==> config.mk <==
export PLATFORM = sky130hd
export DESIGN_NAME = mem_stage
export DESIGN_NICKNAME = d
export VERILOG_FILES = /design/src/rtl/mem_stage.sv
export SDC_FILE = /design/constraint.sdc
export NUM_CORES = 1
export LEC_CHECK = 0
export CAP_MARGIN = 20
export CORE_UTILIZATION = 43
export CTS_CLUSTER_DIAMETER = 150
export DETAILED_ROUTE_END_ITERATION = 12
export PLACE_DENSITY = 0.78
export SYNTH_ARGS = -nofsm -noshare
export SYNTH_HDL_FRONTEND = slang
export SYNTH_SLANG_ARGS = --single-unit
==> constraint.sdc <==
create_clock -name clk -period 2.7 [get_ports clk]
set_input_delay 0.27 -clock clk [delete_from_list [all_inputs] [get_ports clk]]
set_output_delay 0.27 -clock clk [all_outputs]
set_load 0.03 [all_outputs]
==> src/rtl/mem_stage.sv <==
// rtl/mem_stage.sv - memory-access pipeline stage: latches the execute payload, captures SRAM read data, aligns and extends loads
module mem_stage #(
  parameter int EXE_TO_MEM_LEN = 109,
  parameter int MEM_TO_WB_LEN  = 70,
  parameter int MEM_RF_LEN     = 38
) (
  input  logic                      clk,
  input  logic                      resetn,
  input  logic [EXE_TO_MEM_LEN-1:0] EXE_to_MEM_BUS,
  input  logic                      EXE_to_MEM_valid,
  output logic                      MEM_allowin,
  input  logic [31:0]               data_sram_rdata,
  output logic [MEM_TO_WB_LEN-1:0]  MEM_to_WB_BUS,
  output logic                      MEM_to_WB_valid,
  input  logic                      WB_allowin,
  output logic [MEM_RF_LEN-1:0]     MEM_RF_BUS
);

  logic                      mem_valid_q, mem_valid_d;
  logic [EXE_TO_MEM_LEN-1:0] bus_q, bus_d;
  logic                      first_cycle_q, first_cycle_d;
  logic [31:0]               rdata_buf_q, rdata_buf_d;

  logic        mem_ready_go;
  logic        accept;
  logic [31:0] pc;
  logic        gr_we;
  logic [4:0]  dest;
  logic [31:0] exe_result;
  logic [31:0] mem_sum;
  logic        mem_en;
  logic [4:0]  load_op;
  logic        rfrom_mem;
  logic [1:0]  offset;
  logic [31:0] load_word;
  logic [7:0]  load_byte;
  logic [15:0] load_half;
  logic [31:0] load_value;
  logic [31:0] final_result;
  logic        unused_fields;

  assign {pc, gr_we, dest, exe_result, mem_sum, mem_en, load_op, rfrom_mem} = bus_q;
  assign unused_fields = ^{mem_sum, mem_en};
  assign offset        = exe_result[1:0];

  assign mem_ready_go    = 1'b1;
  assign MEM_allowin     = !mem_valid_q || (mem_ready_go && WB_allowin);
  assign MEM_to_WB_valid = mem_valid_q && mem_ready_go;
  assign accept          = EXE_to_MEM_valid && MEM_allowin;

  always_comb begin
    mem_valid_d   = MEM_allowin ? EXE_to_MEM_valid : mem_valid_q;
    bus_d         = accept ? EXE_to_MEM_BUS : bus_q;
    first_cycle_d = accept;
    // The SRAM word is only valid in the first cycle; keep it for stalled cycles.
    rdata_buf_d   = first_cycle_q ? data_sram_rdata : rdata_buf_q;
  end

  always_ff @(posedge clk) begin
    if (!resetn) begin
      mem_valid_q   <= 1'b0;
      bus_q         <= '0;
      first_cycle_q <= 1'b0;
      rdata_buf_q   <= 32'd0;
    end else begin
      mem_valid_q   <= mem_valid_d;
      bus_q         <= bus_d;
      first_cycle_q <= first_cycle_d;
      rdata_buf_q   <= rdata_buf_d;
    end
  end

  assign load_word = first_cycle_q ? data_sram_rdata : rdata_buf_q;

  always_comb begin
    load_byte = 8'd0;
    case (offset)
      2'd0: load_byte = load_word[7:0];
      2'd1: load_byte = load_word[15:8];
      2'd2: load_byte = load_word[23:16];
      2'd3: load_byte = load_word[31:24];
      default: load_byte = load_word[7:0];
    endcase
    load_half = offset[1] ? load_word[31:16] : load_word[15:0];
  end

  always_comb begin
    load_value = load_word;
    case (load_op)
      5'b10000: load_value = {{24{load_byte[7]}}, load_byte};
      5'b01000: load_value = {{16{load_half[15]}}, load_half};
      5'b00100: load_value = load_word;
      5'b00010: load_value = {24'd0, load_byte};
      5'b00001: load_value = {16'd0, load_half};
      default:  load_value = load_word;
    endcase
    final_result = rfrom_mem ? load_value : exe_result;
  end

  assign MEM_to_WB_BUS = {pc, gr_we, dest, final_result};
  assign MEM_RF_BUS    = {{5{gr_we & mem_valid_q}} & dest, rfrom_mem & mem_valid_q, final_result};

endmodule

==> After elaboration in Yosys (flattened, before gate mapping) <==
Cells that the tools add are included.
{ "classes": {"bitwise_logic": 3, "n_reduce_logical": 4, "eq_ne": 7, "mux": 5} }
{ "ops": {"columns": ["op", "n"], "rows": [
  ["32-bit one-hot mux with 4 select lines", 1],
  ["32-bit two-way mux", 2],
  ["8-bit one-hot mux with 4 select lines", 1],
  ["16-bit two-way mux", 1],
  ["5-bit AND", 1],
  ["5-bit by 1-bit equality test with 1-bit output, second input constant", 1],
  ["5-bit by 2-bit equality test with 1-bit output, second input constant", 1],
  ["5-bit by 4-bit equality test with 1-bit output, second input constant", 1],
  ["5-bit equality test, second input constant", 1],
  ["2-bit equality test, second input constant", 2],
  ["1-bit AND", 2],
  ["2-bit by 1-bit equality test with 1-bit output, second input constant", 1],
  ["2-bit logical NOT", 1],
  ["1-bit logical AND", 1],
  ["1-bit logical NOT", 1],
  ["1-bit logical OR", 1]
]} }
{ "totals": {"wordCells": 23, "register_bits": 143, "out_inout_bits": 110} }

==> Logic depth before layout (Yosys ltp) <==
Gate-level depths: netlist of run 1.
{ "logic_depth": {"word_depth": 4, "mapped_depth": 8, "depth_no_buf": 4} }

==> Worst setup path before layout of run 1 <==
No wires, ideal clock.
{ "synth_timing": {"kind": "register to output", "start": "register bus_q[4]", "end": "output port MEM_to_WB_BUS[4]", "path_buffers": 2, "stages_incl_launch_ff": 7, "setup_slack_ps": 9, "arrival_ps": 2421, "path_cell_list": "dfxtp_1 -> buf_2 -> or4b_2 -> a31oi_1 -> o2111ai_1 -> a31oi_1 -> buf_4"} }
{ "synth_between": {"elab_chain_cells": 3, "word_cells_on_any_way": 6, "cone_classes": "4 x eq/ne; 2 x mux"} }
{ "synth_lines": {"columns": ["item", "line", "rtl"], "rows": [
  ["from (decl)", "20", "logic [EXE_TO_MEM_LEN-1:0] bus_q, bus_d;"],
  ["from (signal assigned)", "67", "bus_q <= bus_d;"],
  ["5-bit by 1-bit equality test with 1-bit output, or another cell as far along", "89", "case (load_op)"],
  ["32-bit one-hot mux with 4 select lines *", "89", null],
  ["32-bit two-way mux *", "97", "final_result = rfrom_mem ? load_value : exe_result;"],
  ["to (decl)", "13", "output logic [MEM_TO_WB_LEN-1:0] MEM_to_WB_BUS,"]
]} }
Every way passes the cells marked *; elsewhere a longest branch is shown, timed or not.

==> Worst setup path in the final report of run 1 <==
{ "layout_timing": {"start": "register first_cycle_q", "end": "output port MEM_to_WB_BUS[31]"} }
{ "layout_between": {"elab_chain_cells": 4, "word_cells_on_any_way": 5, "cone_classes": "5 x mux"} }
{ "layout_lines": {"columns": ["item", "line", "rtl"], "rows": [
  ["from (decl)", "21", "logic first_cycle_q, first_cycle_d;"],
  ["from (signal assigned)", "68", "first_cycle_q <= first_cycle_d;"],
  ["32-bit two-way mux *", "73", "assign load_word = first_cycle_q ? data_sram_rdata : rdata_buf_q;"],
  ["8-bit one-hot mux with 4 select lines / 16-bit two-way mux (equally long branches)", "77, 84", null],
  ["32-bit one-hot mux with 4 select lines *", "89", null],
  ["32-bit two-way mux *", "97", null]
]} }
Marks and branches as above.

==> results.md, run 1 <==
* Post-Syn Nets at 865
* Fmax at 367 MHz
* # DRC at 0
* Sequential area share after synthesis at 36.6%
* Hold WC Path Type: flip-flop to flip-flop
* Net Sw Frac at 30.8%
* Footprint of the multi-input gates at 3220 um2
* CTS tree: built
* Crit-path max FO at 13
* Post-Route WL at 17100 um
* Synth top area cells: dfxtp_1 (37%), nand2_1 (9.7%), a21boi_0 (9.6%)
* CTS Sinks at 110
* Unrepaired setup endpoints after global routing: true
* Slew margin rel. at 52.2%
* Maxcap violations at 0
* Syn Area/Cell at 8.35 um2
* Ys async rst share at 0%
* Reg power frac at 39.0%
* Worst Hold End: bus_q[106]$_SDFFE_PN0P_
* Cell area after layout at 8640 um2
* Min-delay src: bus_q[106]$_SDFFE_PN0P_
* P per Cell Area at 525 nW/um2
* Pin count of the biggest net entering global routing at 70
* Hold Path Cell Cnt at 2
* Failing checks: negative setup slack
* Number of antenna repair diodes at 0
* First-pass GRT wire length at 26700 um
* Worst hold slack at 460 ps
* Worst r2r dst: bus_q[91]$_SDFFE_PN0P_
* Most common flop cell mapped by yosys: dfxtp_1
* Die ar. at 14500 um2
* Req. time, crit path at 2430 ps
* Post-synth EDFFs at 0
* Vias per cell at 5.20
* Clock transition at path regs at 70 ps
* Core area at 13500 um2
* Post-DP HPWL at 12000 um
* Pleak at 3.37 nW
* FP Rows at 42
* Total grt overflow at 0
* Max clock buf depth at 2
* Final ANT Viol Nets at 0
* R2R depth at 5
* Nets@finish at 1030
* Crit share post-route at 101%
* Comb power frac at 29.9%
* Switching pwr at 1.40 mW
* Drt wl/cell at 16.0 um
* Clk pwr share at 31.1%
* Register area at 2220 um2
* First-iteration detailed-routing DRC count at 359
* Int Pwr at 3.14 mW
* Synthesized cell area at 6010 um2
* Worst VDD drop at 403 uV
* Dpl cells at 1040
* Leading area contributor after synthesis: dfxtp_1
* Top-level port count at 255
* Number of distinct library cells after synthesis at 51
* Initial antenna violation count at 0
* Max-slew violations at 0
* I/O Buffers at 221
* Setup crit end kind: primary output
* Critical path arrival at 2460 ps
* Num CTS Buffers at 9
* Crit. Startpoint: first_cycle_q$_SDFF_PN0_
* Least-Margin Pin Slew at 716 ps
* Status: complete, but fails checks
* Synth warnings at 0
* Placed cell area at 8110 um2
* Layout overhead on the synthesized area at 43.7%
* Fraction of layout cells with a size suffix above 1 at 23.7%
* 1st-pass router iterations at 5
* Final setup violation count at 12
* Fin. Hold Viols at 0
* Initial Util at 44.7%
* Routability congestion estimate at 0.870
* Synth cell count leaders: nand2_1 (156), dfxtp_1 (110), a21boi_0 (77)
* Root Driver: clkbuf_16
* Critical setup path kind: flip-flop to primary output
* Most common cell in the netlist: nand2_1
* Number of global-route vias before repair at 5202
* Routed vias at 5534
* Synth Instances at 720
* Top-area cell type share of the netlist area at 36.6%
* Pwr Total at 4.54 mW
* Die height at 120 um
* Worst-Skew Late Latency at 350 ps
* R2R Setup Slk at 1040 ps
* Pre-CTS WS at -271 ps
* Layout Skew at 7.58 ps
* Tot GR Track Use at 23.4%
* Fillers at 1203
* Critical Path Source Type: flip-flop
* Final Non-Filler Cells at 1065
* Slack of the critical path at -25.4 ps
* Synth Register Bits at 110
* Tmin final at 2730 ps
* Die X-Extent at 120 um
* Maximum level of the CTS H-tree at 3
* FF-to-FF Start: MEM_to_WB_valid$_SDFFE_PN0N_
==> cell type report <==
| type | count | area share [%] |
|---|---|---|
| multi-input cells | 475 | 37.3 |
| repair buffers | 283 | 30.6 |
| flip-flops and latches | 110 | 25.7 |
| clock buffers | 9 | 2.61 |
| well taps | 176 | 2.55 |
| clock inverters | 6 | 1.01 |
| inverters | 6 | 0.261 |
==> worst max-delay path, stage by stage, from the launching register on <==
cell     delay, ps
dfxtp_4        430
mux2_4         350
mux4_2         520
a31oi_4        270
buf_12         190
a31oi_2        150
buf_12         180
==> through the flow <==
step	util (%)	setup TNS, ps
after floorplan	-	0
final	64.3	-145
after global placement	60.3	-9940
after detailed placement	60.3	-9970
after global routing	64.3	-2200
after CTS	63.0	-285
==> cell families after synthesis <==
family                 synth area share [%]
AO/OA/AOI/OAI                          21.1
flip-flops                             36.6
AND/OR/NAND/NOR                        19.5
multiplexers                           9.11
buffers and inverters                  13.3
XOR/XNOR                              0.437
==> how the worst max path moves through the flow <==
stage | to | cells after the start
2_1_floorplan | MEM_to_WB_BUS[4] | 6
6_report | MEM_to_WB_BUS[31] | 6
5_1_grt | MEM_to_WB_BUS[31] | 6
4_1_cts | MEM_to_WB_BUS[31] | 6
3_3_place_gp | MEM_RF_BUS[14] | 8
3_5_place_dp | MEM_to_WB_BUS[14] | 8
==> registers in the layout, summed over array words and instances (netlist names) <==
register and count:
bus_q 76, rdata_buf_q 32, MEM_to_WB_valid 1, first_cycle_q 1
==> metal layers <==
| metal | track usage [%] | share of wire [%] |
|---|---|---|
| met2 | 39.5 | 47 |
| met4 | 4.32 | 0.88 |
| met5 | 0 | 0 |
| met3 | 6.32 | 7.6 |
| met1 | 30.1 | 44 |
==> power by group through the flow <==
stage	logic (mW)	clock network (mW)	registers, mW
6_report	1.36	1.41	1.77
5_1_grt	1.44	1.51	1.78
4_1_cts	1.31	1.45	1.77
3_5_place_dp	1.30	0	1.80
3_3_place_gp	1.30	0	1.80
2_1_floorplan	0.817	0	1.78
==> placed cells by master, fill, tap and decap left out, types with 3 or more instances in the layout <==
master / n
a21boi_0: 77
a21oi_1: 5
a31oi_1: 17
a31oi_2: 12
a31oi_4: 4
a41oi_1: 3
and2_1: 18
and3_1: 7
buf_12: 8
buf_2: 23
buf_4: 78
buf_6: 17
clkbuf_16: 9
clkdlybuf4s50_1: 156
dfxtp_1: 104
dfxtp_4: 4
inv_1: 6
mux2_2: 16
mux2_4: 4
mux2i_1: 18
mux2i_2: 4
mux4_2: 3
nand2_1: 155
nor2_1: 32
nor2b_1: 15
nor3_1: 3
o211ai_1: 9
o21ai_0: 16
o21bai_1: 12
==> what timing repair did <==
| action | 4_1_cts | 5_1_grt |
|---|---|---|
| hold buffers | 0 | 0 |
| pin swaps | 6 | 7 |
| setup buffers | 7 | 4 |
| resized for setup | 289 | 46 |
| setup endpoints to repair | 64 | 50 |
| cloned | 1 | 0 |
(Power assumes the default switching activity.)
==> run 2, diff against run 1 <==
--- a/config.mk
+++ b/config.mk
@@ -5,7 +5,7 @@
 export SDC_FILE = /design/constraint.sdc
 export NUM_CORES = 1
 export LEC_CHECK = 0
-export CAP_MARGIN = 20
+export CAP_MARGIN = 0
 export CORE_UTILIZATION = 43
 export CTS_CLUSTER_DIAMETER = 150
 export DETAILED_ROUTE_END_ITERATION = 12
==> results of run 2 <==
The final DEF is identical to that of run 1; final timing and power are the same.
